===== config.mk =====
export PLATFORM = sky130hd
export DESIGN_NAME = psr_unit
export DESIGN_NICKNAME = d
export VERILOG_FILES = /design/src/rtl/psr_pkg.sv /design/src/rtl/psr_mode_decode.sv /design/src/rtl/psr_unit.sv
export SDC_FILE = /design/constraint.sdc
export NUM_CORES = 1
export LEC_CHECK = 0
export ABC_AREA = 1
export CORE_ASPECT_RATIO = 0.7
export CORE_MARGIN = 3
export CORE_UTILIZATION = 55
export DETAILED_ROUTE_END_ITERATION = 10
export DONT_BUFFER_PORTS = 1
export PLACE_DENSITY = 0.68
export SLEW_MARGIN = 20
export SYNTH_ARGS = -nofsm -noshare
export SYNTH_HDL_FRONTEND = slang
export SYNTH_SLANG_ARGS = --single-unit

===== constraint.sdc =====
create_clock -name clk -period 13.5 [get_ports clk]
set_input_delay 1.35 -clock clk [delete_from_list [all_inputs] [get_ports clk]]
set_output_delay 1.35 -clock clk [all_outputs]
set_load 0.005 [all_outputs]

===== src/rtl/psr_pkg.sv =====
// psr_pkg
// Shared definitions for the program status register block:
//   - processor mode encodings
//   - CPSR bit positions
//   - SPSR bank indices
//   - the default reset value
//   - small helpers for mode validity and byte-masked merges
package psr_pkg;

    // Mode encodings (cpsr[4:0])
    localparam logic [4:0] MODE_USR = 5'b10000;
    localparam logic [4:0] MODE_FIQ = 5'b10001;
    localparam logic [4:0] MODE_IRQ = 5'b10010;
    localparam logic [4:0] MODE_SVC = 5'b10011;
    localparam logic [4:0] MODE_ABT = 5'b10111;
    localparam logic [4:0] MODE_UND = 5'b11011;
    localparam logic [4:0] MODE_SYS = 5'b11111;

    // CPSR bit positions
    localparam int N_BIT   = 31;
    localparam int Z_BIT   = 30;
    localparam int C_BIT   = 29;
    localparam int V_BIT   = 28;
    localparam int I_BIT   = 7;
    localparam int F_BIT   = 6;
    localparam int T_BIT   = 5;
    localparam int MODE_HI = 4;
    localparam int MODE_LO = 0;

    // SPSR bank indices
    localparam logic [2:0] BANK_FIQ = 3'd0;
    localparam logic [2:0] BANK_IRQ = 3'd1;
    localparam logic [2:0] BANK_SVC = 3'd2;
    localparam logic [2:0] BANK_ABT = 3'd3;
    localparam logic [2:0] BANK_UND = 3'd4;
    localparam int         NUM_BANKS = 5;

    // SVC mode, IRQ and FIQ masked, ARM state, flags clear
    localparam logic [31:0] RESET_CPSR_DEFAULT = 32'h0000_00D3;

    function automatic logic mode_valid(input logic [4:0] mode);
        case (mode)
            MODE_USR, MODE_FIQ, MODE_IRQ, MODE_SVC,
            MODE_ABT, MODE_UND, MODE_SYS: mode_valid = 1'b1;
            default:                      mode_valid = 1'b0;
        endcase
    endfunction

    // Byte-lane merge; mask[3] selects [31:24] down to mask[0] for [7:0].
    function automatic logic [31:0] byte_merge(input logic [31:0] old_val,
                                               input logic [31:0] new_val,
                                               input logic [3:0]  mask);
        logic [31:0] res;
        res = old_val;
        for (int b = 0; b < 4; b++) begin
            if (mask[b]) res[b*8 +: 8] = new_val[b*8 +: 8];
        end
        return res;
    endfunction

endpackage


===== src/rtl/psr_mode_decode.sv =====
// psr_mode_decode
// Combinational classification of a 5-bit processor mode field.
// Ports:
//   mode       in   5  mode encoding to classify
//   valid      out  1  encoding is one of the seven defined modes
//   privileged out  1  valid and not USR
//   has_spsr   out  1  mode owns a banked SPSR (FIQ, IRQ, SVC, ABT, UND)
//   bank_idx   out  3  SPSR bank index; only meaningful when has_spsr
module psr_mode_decode
    import psr_pkg::*;
(
    input  logic [4:0] mode,
    output logic       valid,
    output logic       privileged,
    output logic       has_spsr,
    output logic [2:0] bank_idx
);

    always_comb begin
        valid      = 1'b1;
        privileged = 1'b1;
        has_spsr   = 1'b1;
        bank_idx   = BANK_FIQ;
        case (mode)
            MODE_USR: begin
                privileged = 1'b0;
                has_spsr   = 1'b0;
            end
            MODE_SYS: has_spsr = 1'b0;
            MODE_FIQ: bank_idx = BANK_FIQ;
            MODE_IRQ: bank_idx = BANK_IRQ;
            MODE_SVC: bank_idx = BANK_SVC;
            MODE_ABT: bank_idx = BANK_ABT;
            MODE_UND: bank_idx = BANK_UND;
            default: begin
                valid      = 1'b0;
                privileged = 1'b0;
                has_spsr   = 1'b0;
            end
        endcase
    end

endmodule


===== src/rtl/psr_unit.sv =====
// psr_unit
// CPSR plus the five banked SPSRs of the core. All updates land on the
// rising edge after their strobe; cpsr is purely registered, spsr is a
// combinational read of the bank selected by the current mode.
// Ports:
//   clk, rst            clock, asynchronous active-high reset
//   cpsr                current CPSR (registered)
//   spsr                SPSR of the current mode, or cpsr when the mode has none
//   flag_we, flags_in   NZCV load {N,Z,C,V}
//   t_we, t_in          Thumb bit load (BX)
//   msr_we, msr_spsr,   MSR write: target select, field mask {f,s,x,c},
//   msr_mask, msr_data  operand
//   exc_en, exc_mode,   exception entry into exc_mode, optionally setting F
//   exc_fiq_dis
//   restore             CPSR <= current SPSR
// Strobe priority: exc_en > restore > msr_we > {flag_we, t_we}.
module psr_unit
    import psr_pkg::*;
#(
    parameter logic [31:0] RESET_CPSR = RESET_CPSR_DEFAULT
) (
    input  logic        clk,
    input  logic        rst,
    output logic [31:0] cpsr,
    output logic [31:0] spsr,
    input  logic        flag_we,
    input  logic [3:0]  flags_in,
    input  logic        t_we,
    input  logic        t_in,
    input  logic        msr_we,
    input  logic        msr_spsr,
    input  logic [3:0]  msr_mask,
    input  logic [31:0] msr_data,
    input  logic        exc_en,
    input  logic [4:0]  exc_mode,
    input  logic        exc_fiq_dis,
    input  logic        restore
);

    logic [31:0] cpsr_q, cpsr_d;
    logic [31:0] spsr_bank [NUM_BANKS];

    logic        spsr_we;
    logic [2:0]  spsr_widx;
    logic [31:0] spsr_wdata;

    logic        cur_valid, cur_priv, cur_has_spsr;
    logic [2:0]  cur_idx;
    logic        exc_valid, exc_priv, exc_has_spsr;
    logic [2:0]  exc_idx;

    logic [31:0] cur_spsr;
    logic        cur_priv_ok;
    logic        exc_ok;
    logic [3:0]  cpsr_msr_mask;
    logic [31:0] msr_cpsr_val;
    logic [31:0] restore_val;

    psr_mode_decode u_cur_decode (
        .mode       (cpsr_q[MODE_HI:MODE_LO]),
        .valid      (cur_valid),
        .privileged (cur_priv),
        .has_spsr   (cur_has_spsr),
        .bank_idx   (cur_idx)
    );

    psr_mode_decode u_exc_decode (
        .mode       (exc_mode),
        .valid      (exc_valid),
        .privileged (exc_priv),
        .has_spsr   (exc_has_spsr),
        .bank_idx   (exc_idx)
    );

    assign cur_spsr    = cur_has_spsr ? spsr_bank[cur_idx] : cpsr_q;
    assign cur_priv_ok = cur_valid & cur_priv;
    // Exception targets must own an SPSR; USR, SYS and invalid codes are ignored.
    assign exc_ok      = exc_valid & exc_priv & exc_has_spsr;

    // In USR (or an invalid mode) MSR may only touch the flag byte.
    assign cpsr_msr_mask = cur_priv_ok ? msr_mask : {msr_mask[3], 3'b000};

    always_comb begin
        msr_cpsr_val        = byte_merge(cpsr_q, msr_data, cpsr_msr_mask);
        // T only changes through BX or exception entry, never through MSR.
        msr_cpsr_val[T_BIT] = cpsr_q[T_BIT];
        if (!mode_valid(msr_cpsr_val[MODE_HI:MODE_LO]))
            msr_cpsr_val[MODE_HI:MODE_LO] = cpsr_q[MODE_HI:MODE_LO];
    end

    always_comb begin
        restore_val = cur_spsr;
        if (!mode_valid(cur_spsr[MODE_HI:MODE_LO]))
            restore_val[MODE_HI:MODE_LO] = cpsr_q[MODE_HI:MODE_LO];
    end

    always_comb begin
        cpsr_d     = cpsr_q;
        spsr_we    = 1'b0;
        spsr_widx  = '0;
        spsr_wdata = '0;
        if (exc_en) begin
            if (exc_ok) begin
                spsr_we                 = 1'b1;
                spsr_widx               = exc_idx;
                spsr_wdata              = cpsr_q;
                cpsr_d[MODE_HI:MODE_LO] = exc_mode;
                cpsr_d[T_BIT]           = 1'b0;
                cpsr_d[I_BIT]           = 1'b1;
                if (exc_fiq_dis) cpsr_d[F_BIT] = 1'b1;
            end
        end else if (restore) begin
            if (cur_has_spsr) cpsr_d = restore_val;
        end else if (msr_we) begin
            if (!msr_spsr) begin
                cpsr_d = msr_cpsr_val;
            end else if (cur_has_spsr) begin
                spsr_we    = 1'b1;
                spsr_widx  = cur_idx;
                spsr_wdata = byte_merge(cur_spsr, msr_data, msr_mask);
            end
        end else begin
            if (flag_we) cpsr_d[N_BIT:V_BIT] = flags_in;
            if (t_we)    cpsr_d[T_BIT]       = t_in;
        end
    end

    always_ff @(posedge clk or posedge rst) begin
        if (rst) begin
            cpsr_q <= RESET_CPSR;
        end else begin
            cpsr_q <= cpsr_d;
        end
    end

    always_ff @(posedge clk or posedge rst) begin
        if (rst) begin
            for (int i = 0; i < NUM_BANKS; i++) spsr_bank[i] <= '0;
        end else if (spsr_we) begin
            spsr_bank[spsr_widx] <= spsr_wdata;
        end
    end

    assign cpsr = cpsr_q;
    assign spsr = cur_spsr;

endmodule


## Yosys cells after proc, flatten, opt, wreduce, memory -nomap -nowiden

Cells that the tools add are included.

| word-level totals | value |
|---|---|
| flip-flop bits (word level) | 192 |
| input port bits | 55 |
| output and inout port bits | 64 |
| logic and storage cells | 144 |

| operators by class | value |
|---|---|
| order comparisons | 3 |
| equal/unequal tests | 38 |
| muxes and demuxes | 58 |
| bitwise logic cells | 6 |
| reductions and logical operators | 26 |

Operators with widths:

| kind | number |
|---|---|
| 2-to-1 mux 32 bit | 13 |
| bitwise mux 160 bit | 1 |
| == test 5 bit, second input constant | 28 |
| binary-select mux 32 bit (select 3 bit) | 1 |
| demux 32 bit (select 3 bit) | 1 |
| 2-to-1 mux 8 bit | 10 |
| OR reduction 7 bit | 4 |
| AND reduction 5 bit | 5 |
| one-hot mux 3 bit (4 select lines) | 2 |
| 2-to-1 mux 22 bit | 1 |
| 2-to-1 mux 3 bit | 7 |
| 2-to-1 mux 1 bit | 17 |
| 2-to-1 mux 5 bit | 3 |
| nonzero test 3 bit | 5 |
| AND reduction 6 bit | 2 |
| OR reduction 6 bit | 2 |
| OR reduction 5 bit | 2 |
| != test 3 x 1 -> 1 bit, second input constant | 3 |
| != test 3 x 2 -> 1 bit, second input constant | 3 |
| greater-or-equal comparator 4 bit, second input constant | 2 |
| 2-to-1 mux 4 bit | 2 |
| != test 2 x 1 -> 1 bit, second input constant | 4 |
| inverter 3 -> 4 bit | 2 |
| nonzero test 2 bit | 4 |
| 5 further kinds | 7 |

## Logic depth before layout (Yosys ltp)

Gate-level depths: netlist of run 1.

| logic depth | value |
|---|---|
| word-level depth | 14 |
| gate-level depth with buffers | 19 |

## Modules after synthesis

A second synthesis of run 1 with hierarchy kept.

| second synthesis, totals | value |
|---|---|
| cells, all modules | 1,650 |
| area, all modules | 10,915.5 µm² |

By module, submodules not included:

| module | times used | cells each | area each (µm²) |
|---|---|---|---|
| psr_unit | 1 | 1,584 | 10,600.2 |
| psr_mode_decode | 2 | 33 | 157.7 |

## Least setup slack after synthesis of run 1

Ideal clock, no wire load.

| path | value |
|---|---|
| path type | register to output |
| start | register cpsr_q[0] (netlist: cpsr[0]) |
| end | output port spsr[20] |
| arrival | 1.824 ns |
| data required time | 12.150 ns |
| path slack | 10.326 ns |
| stages on the path, launching flop included | 11 |
| buffers on the path | 3 |
| cells stage by stage | dfstp_2 -> buf_2 -> nand3_2 -> nor2_2 -> buf_2 -> buf_2 -> nand3_1 -> nand3_1 -> nand3_1 -> o21ai_0 -> inv_1 |

| between the ends | value |
|---|---|
| longest elaborated chain between the ends | 7 |

RTL lines:

| element | RTL line | text |
|---|---|---|
| start, declared | psr_unit.sv:40 | `logic [31:0] cpsr_q, cpsr_d;` |
| start signal, assigned | psr_unit.sv:132 | `cpsr_q <= cpsr_d;` |
| == test 5 bit | psr_mode_decode.sv:24 | `case (mode)` |
| one-hot mux 3 bit (4 select lines) | psr_mode_decode.sv:24 |  |
| inverter 3 -> 4 bit (implied by the code) | psr_unit.sv:75 | `assign cur_spsr = cur_has_spsr ? spsr_bank[cur_idx] : cpsr_q;` |
| binary-select mux 32 bit (select 3 bit) | psr_unit.sv:75 |  |
| 2-to-1 mux 32 bit (implied by the code) (2 in a row) | psr_unit.sv:75 |  |
| 2-to-1 mux 32 bit (*) | psr_unit.sv:75 |  |
| end, declared | psr_unit.sv:25 | `output logic [31:0] spsr,` |

Mark *: on every way between the ends. The rest lies on a longest branch, timed or not. The select of a mux whose other input is x is not followed.

## Worst setup path in the final report of run 1

| path | value |
|---|---|
| start | register cpsr_q[0] (netlist: cpsr[0]) |
| end | output port spsr[5] |

The elaborated chain is that of the path after synthesis.

==> results of run 1 <==
==> power breakdown <==
part | switching [mW] | leakage (nW) | internal (mW)
combinational | 0.546 | 2.94 | 0.230
clock | 0.242 | 0.300 | 0.306
sequential | 0.104 | 2.52 | 0.696
total | 0.893 | 5.76 | 1.23
==> stage by stage <==
| stage | cells | power [mW] | hold WS (ps) | area [um2] |
|---|---|---|---|---|
| after floorplan | 1524 | 1.41 | 444 | 10600 |
| after global placement | 1695 | 1.56 | 462 | 10600 |
| after detailed placement | 1695 | 1.57 | 465 | 10600 |
| after CTS | 1727 | 2.12 | 483 | 11300 |
| after global routing | 1727 | 2.26 | 500 | 11300 |
| final | 1727 | 2.13 | 482 | 11300 |
==> registers in the layout, indices dropped and copies added (netlist names) <==
register   flops
cpsr          32
spsr_bank    160
==> synthesized netlist by cell type (all sizes together) (2+ instances only) <==
cell type,n
inv,106
dfrtp,187
buf,41
o211ai,4
clkbuf,37
a21o,2
a31oi,27
nand2,703
nand3,93
dfstp,5
a221oi,4
nand4,4
a21oi,85
o21ai,93
nor3,3
o22ai,7
nor2,119
==> final timing paths <==
check                                end  slack (ps)  depth (start not counted)
min in group asynchronous  spsr_bank[55]         930                          1
max                              spsr[5]        8920                          8
max reg2reg                      cpsr[9]        9680                         13
min                         spsr_bank[6]         480                          2
min reg2reg                 spsr_bank[6]         480                          2
max in group asynchronous  spsr_bank[74]       11100                          2
==> area by class of cell <==
| type | count | share of cell area, % |
|---|---|---|
| well taps | 236 | 2.62 |
| flip-flops and latches | 192 | 42.7 |
| multi-input cells | 1148 | 44.7 |
| clock buffers | 20 | 4.05 |
| clock inverters | 12 | 1.50 |
| inverters | 106 | 3.60 |
| repair buffers | 13 | 0.866 |
==> cell usage in the layout (no fill, tap or decap), types with 5 or more instances in the layout <==
master                        n
sky130_fd_sc_hd__o21ai_1     19
sky130_fd_sc_hd__nand2_2     19
sky130_fd_sc_hd__o21ai_0     63
sky130_fd_sc_hd__dfstp_2      5
sky130_fd_sc_hd__buf_4       13
sky130_fd_sc_hd__nand3_2      5
sky130_fd_sc_hd__a31oi_1     24
sky130_fd_sc_hd__inv_2       13
sky130_fd_sc_hd__nand3_1     88
sky130_fd_sc_hd__dfrtp_1    187
sky130_fd_sc_hd__nor2_1     111
sky130_fd_sc_hd__clkbuf_16   17
sky130_fd_sc_hd__inv_1       92
sky130_fd_sc_hd__nor2_2       6
sky130_fd_sc_hd__o21ai_2     11
sky130_fd_sc_hd__o22ai_1      5
sky130_fd_sc_hd__nand2_1    682
sky130_fd_sc_hd__a21oi_1     81
==> cells by family after synthesis <==
group / Yosys count / synth area share (%)
buffers and inverters: 184 / 7.62
AND/OR/NAND/NOR: 922 / 34.8
flip-flops: 192 / 45.2
AO/OA/AOI/OAI: 226 / 12.3
==> per-layer routing <==
layer / track usage [%] / up-vias / routed length (um)
met5: 0 / - / 0
met4: 8.77 / 0 / 650
met3: 8.63 / 44 / 3080
met2: 44.8 / 457 / 13600
met1: 46.9 / 4703 / 15000
li1: - / 4717 / -
==> worst max-delay path: stages (launching register included) <==
cell	delay, ps
sky130_fd_sc_hd__dfstp_2	670
sky130_fd_sc_hd__nand3_2	210
sky130_fd_sc_hd__nor3_4	140
sky130_fd_sc_hd__buf_4	590
sky130_fd_sc_hd__inv_1	570
sky130_fd_sc_hd__nand3_1	220
sky130_fd_sc_hd__nand3_1	90
sky130_fd_sc_hd__o21ai_1	160
sky130_fd_sc_hd__inv_1	100
==> out/results.md, run 1 <==
| Result | Value | Unit |
|---|---|---|
| Clock period minus final worst setup slack | 4580 | ps |
| Average size of a mapped cell | 6.98 | um2 |
| TritonCTS clock tree | yes | - |
| Number of levels the H-tree was split into | 4 | - |
| Antenna diode instance count | 0 | - |
| Detailed-placement wirelength estimate | 19700 | um |
| Post-synthesis instance area | 10600 | um2 |
| First-pass GRT wire length | 51000 | um |
| Count of cells resized by post-cts repair | 0 | - |
| GRT overflow | 0 | - |
| Sequential Area | 4810 | um2 |
| Min-Delay Startpoint | spsr_bank[6] | - |
| Number of buffers on the longest clock path | 2 | - |
| Final clock skew | 10.3 | ps |
| Sequential fraction of the synthesis area | 45.2 | % |
| Unrepaired setup endpoints after global routing | no | - |
| Overall die area | 21100 | um2 |
| Number of iterations in the first detailed-routing pass | 6 | - |
| Pwr/cell area | 189 | nW/um2 |
| Synth area leaders | sky130_fd_sc_hd__dfrtp_1 44%, sky130_fd_sc_hd__nand2_1 24%, sky130_fd_sc_hd__nand3_1 4.2% | - |
| Crit Path Category | reg -> out | - |
| Worst VDD drop | 0.118 | mV |
| Type of the most critical hold path | reg -> reg | - |
| Final standard cell utilization of the core | 61.0 | % |
| Startpoint of the worst-slack reg-to-reg timing path | cpsr[4] | - |
| Initial DRC Count | 1182 | - |
| Average wire per cell in the routed design | 18.7 | um |
| Total number of vias | 9921 | - |
| Die Ht | 122 | um |
| Count of nets after finishing | 1533 | - |
| Relative slew margins | 30.9 | % |
| Rows | 41 | - |
| Share of final-layout standard cells stronger than drive strength 1 | 7.91 | % |
| Number of flops mapped to enable cells by yosys | 0 | - |
| Predominant post-synthesis flop cell | sky130_fd_sc_hd__dfrtp_1 | - |
| Kind of end point of the critical path | output port | - |
| Area fraction of the dominant cell type after synthesis | 44.0 | % |
| Fraction of the cycle the final worst path needs | 33.9 | % |
| Area Overhead vs Synth | 5.91 | % |
| Critical path fanouts, max | 51 | - |
| Vias in the first global route | 9191 | - |
| Synthesized net count | 1579 | - |
| Sink Count | 192 | - |
| I/O pin count | 119 | - |
| Clock-pin slew on the worst setup and hold paths | 70 | ps |
| Async set-reset flop share out of synthesis | 100 | % |
| GPL Wtd Cong | 0.952 | - |
| Inserted Clock Buffers | 17 | - |
| Beginning of the critical path | cpsr[0] | - |
| Clock root buffer master | sky130_fd_sc_hd__clkbuf_16 | - |
| Final WL | 32300 | um |
| Total of endpoints with negative setup slack in the final report | 0 | - |
| Fin Setup TNS | 0 | ps |
| Count of endpoints failing hold in the final timing report | 0 | - |
| Initial Util | 57.6 | % |
| Overall Global Routing Usage | 31.3 | % |
| Number of different library cells in the post-synthesis netlist | 36 | - |
| Final max-slew violation count | 0 | - |
| Post-synth top area cell | sky130_fd_sc_hd__dfrtp_1 | - |
| Leakage Power | 5.76 | nW |
| Slack of the critical path | 8920 | ps |
| Area taken by multi-input logic gates | 5030 | um2 |
| Type of element launching the critical path | flip-flop | - |
| Post-CTS setup buffers | 0 | - |
| Gate Count Post-Synth | 1524 | - |
| Antenna violations before repair | 0 | - |
| # DRC | 0 | - |
| Result of the run | complete, no violations | - |
| Total of warnings raised by yosys | 0 | - |
| Count of buffers from port buffering | 0 | - |
| Routed via count divided by cell count | 5.74 | - |
| Die width | 172 | um |
| Flops & latches, synth | 192 | - |
| Antenna Nets Post-Route | 0 | - |
| Layout filler cell count | 1735 | - |
| Maximum operating frequency | 218 | MHz |
| Number of buffers inserted for hold repair after clock tree synthesis | 0 | - |
| Data required time at the worst endpoint | 12150 | ps |
| Transition at the pin with the smallest max-transition slack | 1040 | ps |
| Pin count of the biggest net entering global routing | 125 | - |
| Setup WS pre-CTS | 9400 | ps |
| Clock latency at the later pin of the worst-skew pair | 440 | ps |
| Max-cap violations | 0 | - |
| Area inside the core boundary | 18500 | um2 |
| Arrival time at the worst endpoint | 3230 | ps |
(Power assumes the default switching activity.)
==> inputs of run 2 (changes only) <==
--- a/config.mk
+++ b/config.mk
@@ -11,7 +11,7 @@
 export CORE_UTILIZATION = 55
 export DETAILED_ROUTE_END_ITERATION = 10
 export DONT_BUFFER_PORTS = 1
-export PLACE_DENSITY = 0.68
+export PLACE_DENSITY = 0.71
 export SLEW_MARGIN = 20
 export SYNTH_ARGS = -nofsm -noshare
 export SYNTH_HDL_FRONTEND = slang
==> constraint.sdc (replaced) <==
create_clock -name clk -period 4.2 [get_ports clk]
set_input_delay 0.42 -clock clk [delete_from_list [all_inputs] [get_ports clk]]
set_output_delay 0.42 -clock clk [all_outputs]
set_load 0.005 [all_outputs]
==> out/results.md, run 2 (synthesis results as in run 1) <==
| Result | Value | Unit | Delta |
|---|---|---|---|
| Crit Path Category | reg -> out | - |  |
| Register-to-register setup slack | 1000 | ps | -8680 ps |
| Final WL | 32600 | um | +0.98% |
| Unrepaired setup endpoints after global routing | no | - |  |
| Vias in the first global route | 9678 | - | +5.3% |
| Pwr/cell area | 599 | nW/um2 | +220% |
| Post-CTS setup buffers | 0 | - | unchanged |
| Inserted Clock Buffers | 17 | - | unchanged |
| Kind of end point of the critical path | output port | - |  |
| Routed via count divided by cell count | 5.87 | - | +2.1% |
| Top library cells by usage in the layout, fill and taps aside | 682 x sky130_fd_sc_hd__nand2_1, 187 x sky130_fd_sc_hd__dfrtp_1, 111 x sky130_fd_sc_hd__nor2_1 | - |  |
| Setup WS pre-CTS | 1050 | ps | -8350 ps |
| Fin Setup TNS | 0 | ps | unchanged |
| Total number of vias | 10.2k | - | +2.8% |
| Clock-pin slew on the worst setup and hold paths | 80 | ps | about the same |
| Count of endpoints failing hold in the final timing report | 0 | - | unchanged |
| Transition at the pin with the smallest max-transition slack | 1010 | ps | -24.6 ps |
| Placed instance area | 10700 | um2 | +0.98% |
| Number of buffers inserted for hold repair after clock tree synthesis | 1 | - | +1 |
| Count of nets after finishing | 1545 | - | +0.78% |
| Placed insts | 1706 | - | +0.65% |
| Detailed-placement wirelength estimate | 20800 | um | +5.9% |
| First-pass GRT wire length | 52400 | um | +2.6% |
| Count of buffers from port buffering | 0 | - | unchanged |
| Area inside the core boundary | 18500 | um2 | unchanged |
| GRT overflow | 0 | - | unchanged |
| Clock latency at the later pin of the worst-skew pair | 440 | ps | about the same |
| Type of element launching the critical path | flip-flop | - |  |
| Fraction of the cycle the final worst path needs | 81.7 | % |  |
| Slack of the critical path | 770 | ps | -8150 ps |
| Final clock skew | 13.4 | ps | +3.15 ps |
| Average wire per cell in the routed design | 18.7 | um | +0.28% |
| Number of levels the H-tree was split into | 4 | - | unchanged |
| GPL Wtd Cong | 0.939 | - | -1.3% |
| Initial Util | 57.6 | % | unchanged |
| Relative slew margins | 32.5 | % | +1.6 points |
| Overall die area | 21100 | um2 | unchanged |
| Die Ht | 122 | um | unchanged |
| Antenna diode instance count | 0 | - | unchanged |
| Area Overhead vs Synth | 6.35 | % |  |
| Maximum operating frequency | 292 | MHz |  |
| Layout filler cell count | 1733 | - | -0.12% |
| Die width | 172 | um | unchanged |
| TritonCTS clock tree | yes | - |  |
| Rows | 41 | - | unchanged |
| I/O pin count | 119 | - | unchanged |
| Number of iterations in the first detailed-routing pass | 5 | - | -1 |
| Clock root buffer master | sky130_fd_sc_hd__clkbuf_16 | - |  |
| Initial DRC Count | 1157 | - | -2.1% |
| Total of endpoints with negative setup slack in the final report | 0 | - | unchanged |
| Result of the run | complete, no violations | - |  |
| Worst VDD drop | 0.374 | mV | +220% |
| Post-Layout Cell Count | 1739 | - | +0.69% |
| Count of cells resized by post-cts repair | 0 | - | unchanged |
| Share of final-layout standard cells stronger than drive strength 1 | 8.45 | % | +0.54 points |
| Max-cap violations | 0 | - | unchanged |
| Flip-flop count of the largest register, all copies and words added | 160 | - | unchanged |
| Antenna Nets Post-Route | 0 | - | unchanged |
| # DRC | 0 | - | unchanged |
| Data required time at the worst endpoint | 3780 | ps | -8370 ps |
| Biggest register | spsr_bank | - |  |
| Pin count of the biggest net entering global routing | 89 | - | -29% |
| Critical path fanouts, max | 37 | - | -27% |
| Final standard cell utilization of the core | 61.3 | % | +0.26 points |
| Overall Global Routing Usage | 31.9 | % | +0.51 points |
| Final max-slew violation count | 0 | - | unchanged |
| Number of buffers on the longest clock path | 2 | - | unchanged |
| Type of the most critical hold path | in -> reg | - |  |
| Antenna violations before repair | 0 | - | unchanged |
| Leakage Power | 5.79 | nW | +0.56% |
| Most common cell after layout, fill and taps aside | sky130_fd_sc_hd__nand2_1 | - |  |
| Clock period minus final worst setup slack | 3430 | ps |  |
| Cell area after layout | 11300 | um2 | +0.42% |
| Arrival time at the worst endpoint | 3010 | ps | -220 ps |
| Sink Count | 192 | - | unchanged |
==> run 2: cell count changes in the layout (fill, tap and decap cells not counted), moves of 2 or more <==
cell	change
sky130_fd_sc_hd__buf_4	+9
sky130_fd_sc_hd__bufinv_16	-3
sky130_fd_sc_hd__buf_12	+2
sky130_fd_sc_hd__clkbuf_1	+2
sky130_fd_sc_hd__clkbuf_8	+2
sky130_fd_sc_hd__inv_8	-2
==> run 2: area by class of cell <==
type	count	area (um2)	share of cell area (%)
clock inverters	8	67.6	0.597
flip-flops and latches	192	4810	42.5
well taps	236	295	2.61
multi-input cells	1148	5030	44.5
repair buffers	25	215	1.90
inverters	106	402	3.55
clock buffers	24	492	4.35
==> run 2: worst paths after layout <==
path / start / cells after the start / end
min: restore / 2 / cpsr[23]
max: cpsr[0] / 12 / spsr[28]
min in group asynchronous: rst / 2 / spsr_bank[27]
max in group asynchronous: rst / 3 / cpsr[7]
max reg2reg: cpsr[0] / 12 / spsr_bank[32]
min reg2reg: spsr_bank[96] / 2 / spsr_bank[96]
==> run 2: power breakdown <==
group | internal [mW] | switching (mW) | leakage [nW]
Sequential | 2.24 | 0.353 | 2.52
Clock | 0.834 | 0.751 | 0.269
Combinational | 0.784 | 1.82 | 3.00
==> run 2: through the flow <==
step | hold slack [ps] | power [mW]
after CTS | 102 | 6.76
final | 114 | 6.78
after floorplan | 444 | 4.53
after global placement | 453 | 5.13
after detailed placement | 460 | 5.17
after global routing | 109 | 7.22
==> run 2: worst max-delay path, stage by stage, from the launching register on <==
cell and delay, ps:
sky130_fd_sc_hd__dfstp_2 640, sky130_fd_sc_hd__nor2_2 90, sky130_fd_sc_hd__nand2_1 90, sky130_fd_sc_hd__buf_4 400
sky130_fd_sc_hd__nand2_2 120, sky130_fd_sc_hd__inv_2 80, sky130_fd_sc_hd__buf_4 460, sky130_fd_sc_hd__nand2_1 100
sky130_fd_sc_hd__nand3_1 90, sky130_fd_sc_hd__nand3_1 100, sky130_fd_sc_hd__nand3_1 130, sky130_fd_sc_hd__o21ai_0 120
sky130_fd_sc_hd__inv_1 120
==> run 2: routing by layer <==
layer  up-vias  part of all wire [%]  wire, um  GRT usage [%]
li1       4745                     -         -              -
met3        53                    11      3440           7.21
met5         -                     0         0              0
met2       542                    43     14100           47.6
met4         0                   1.9       605           8.57
met1      4861                    44     14500           47.0
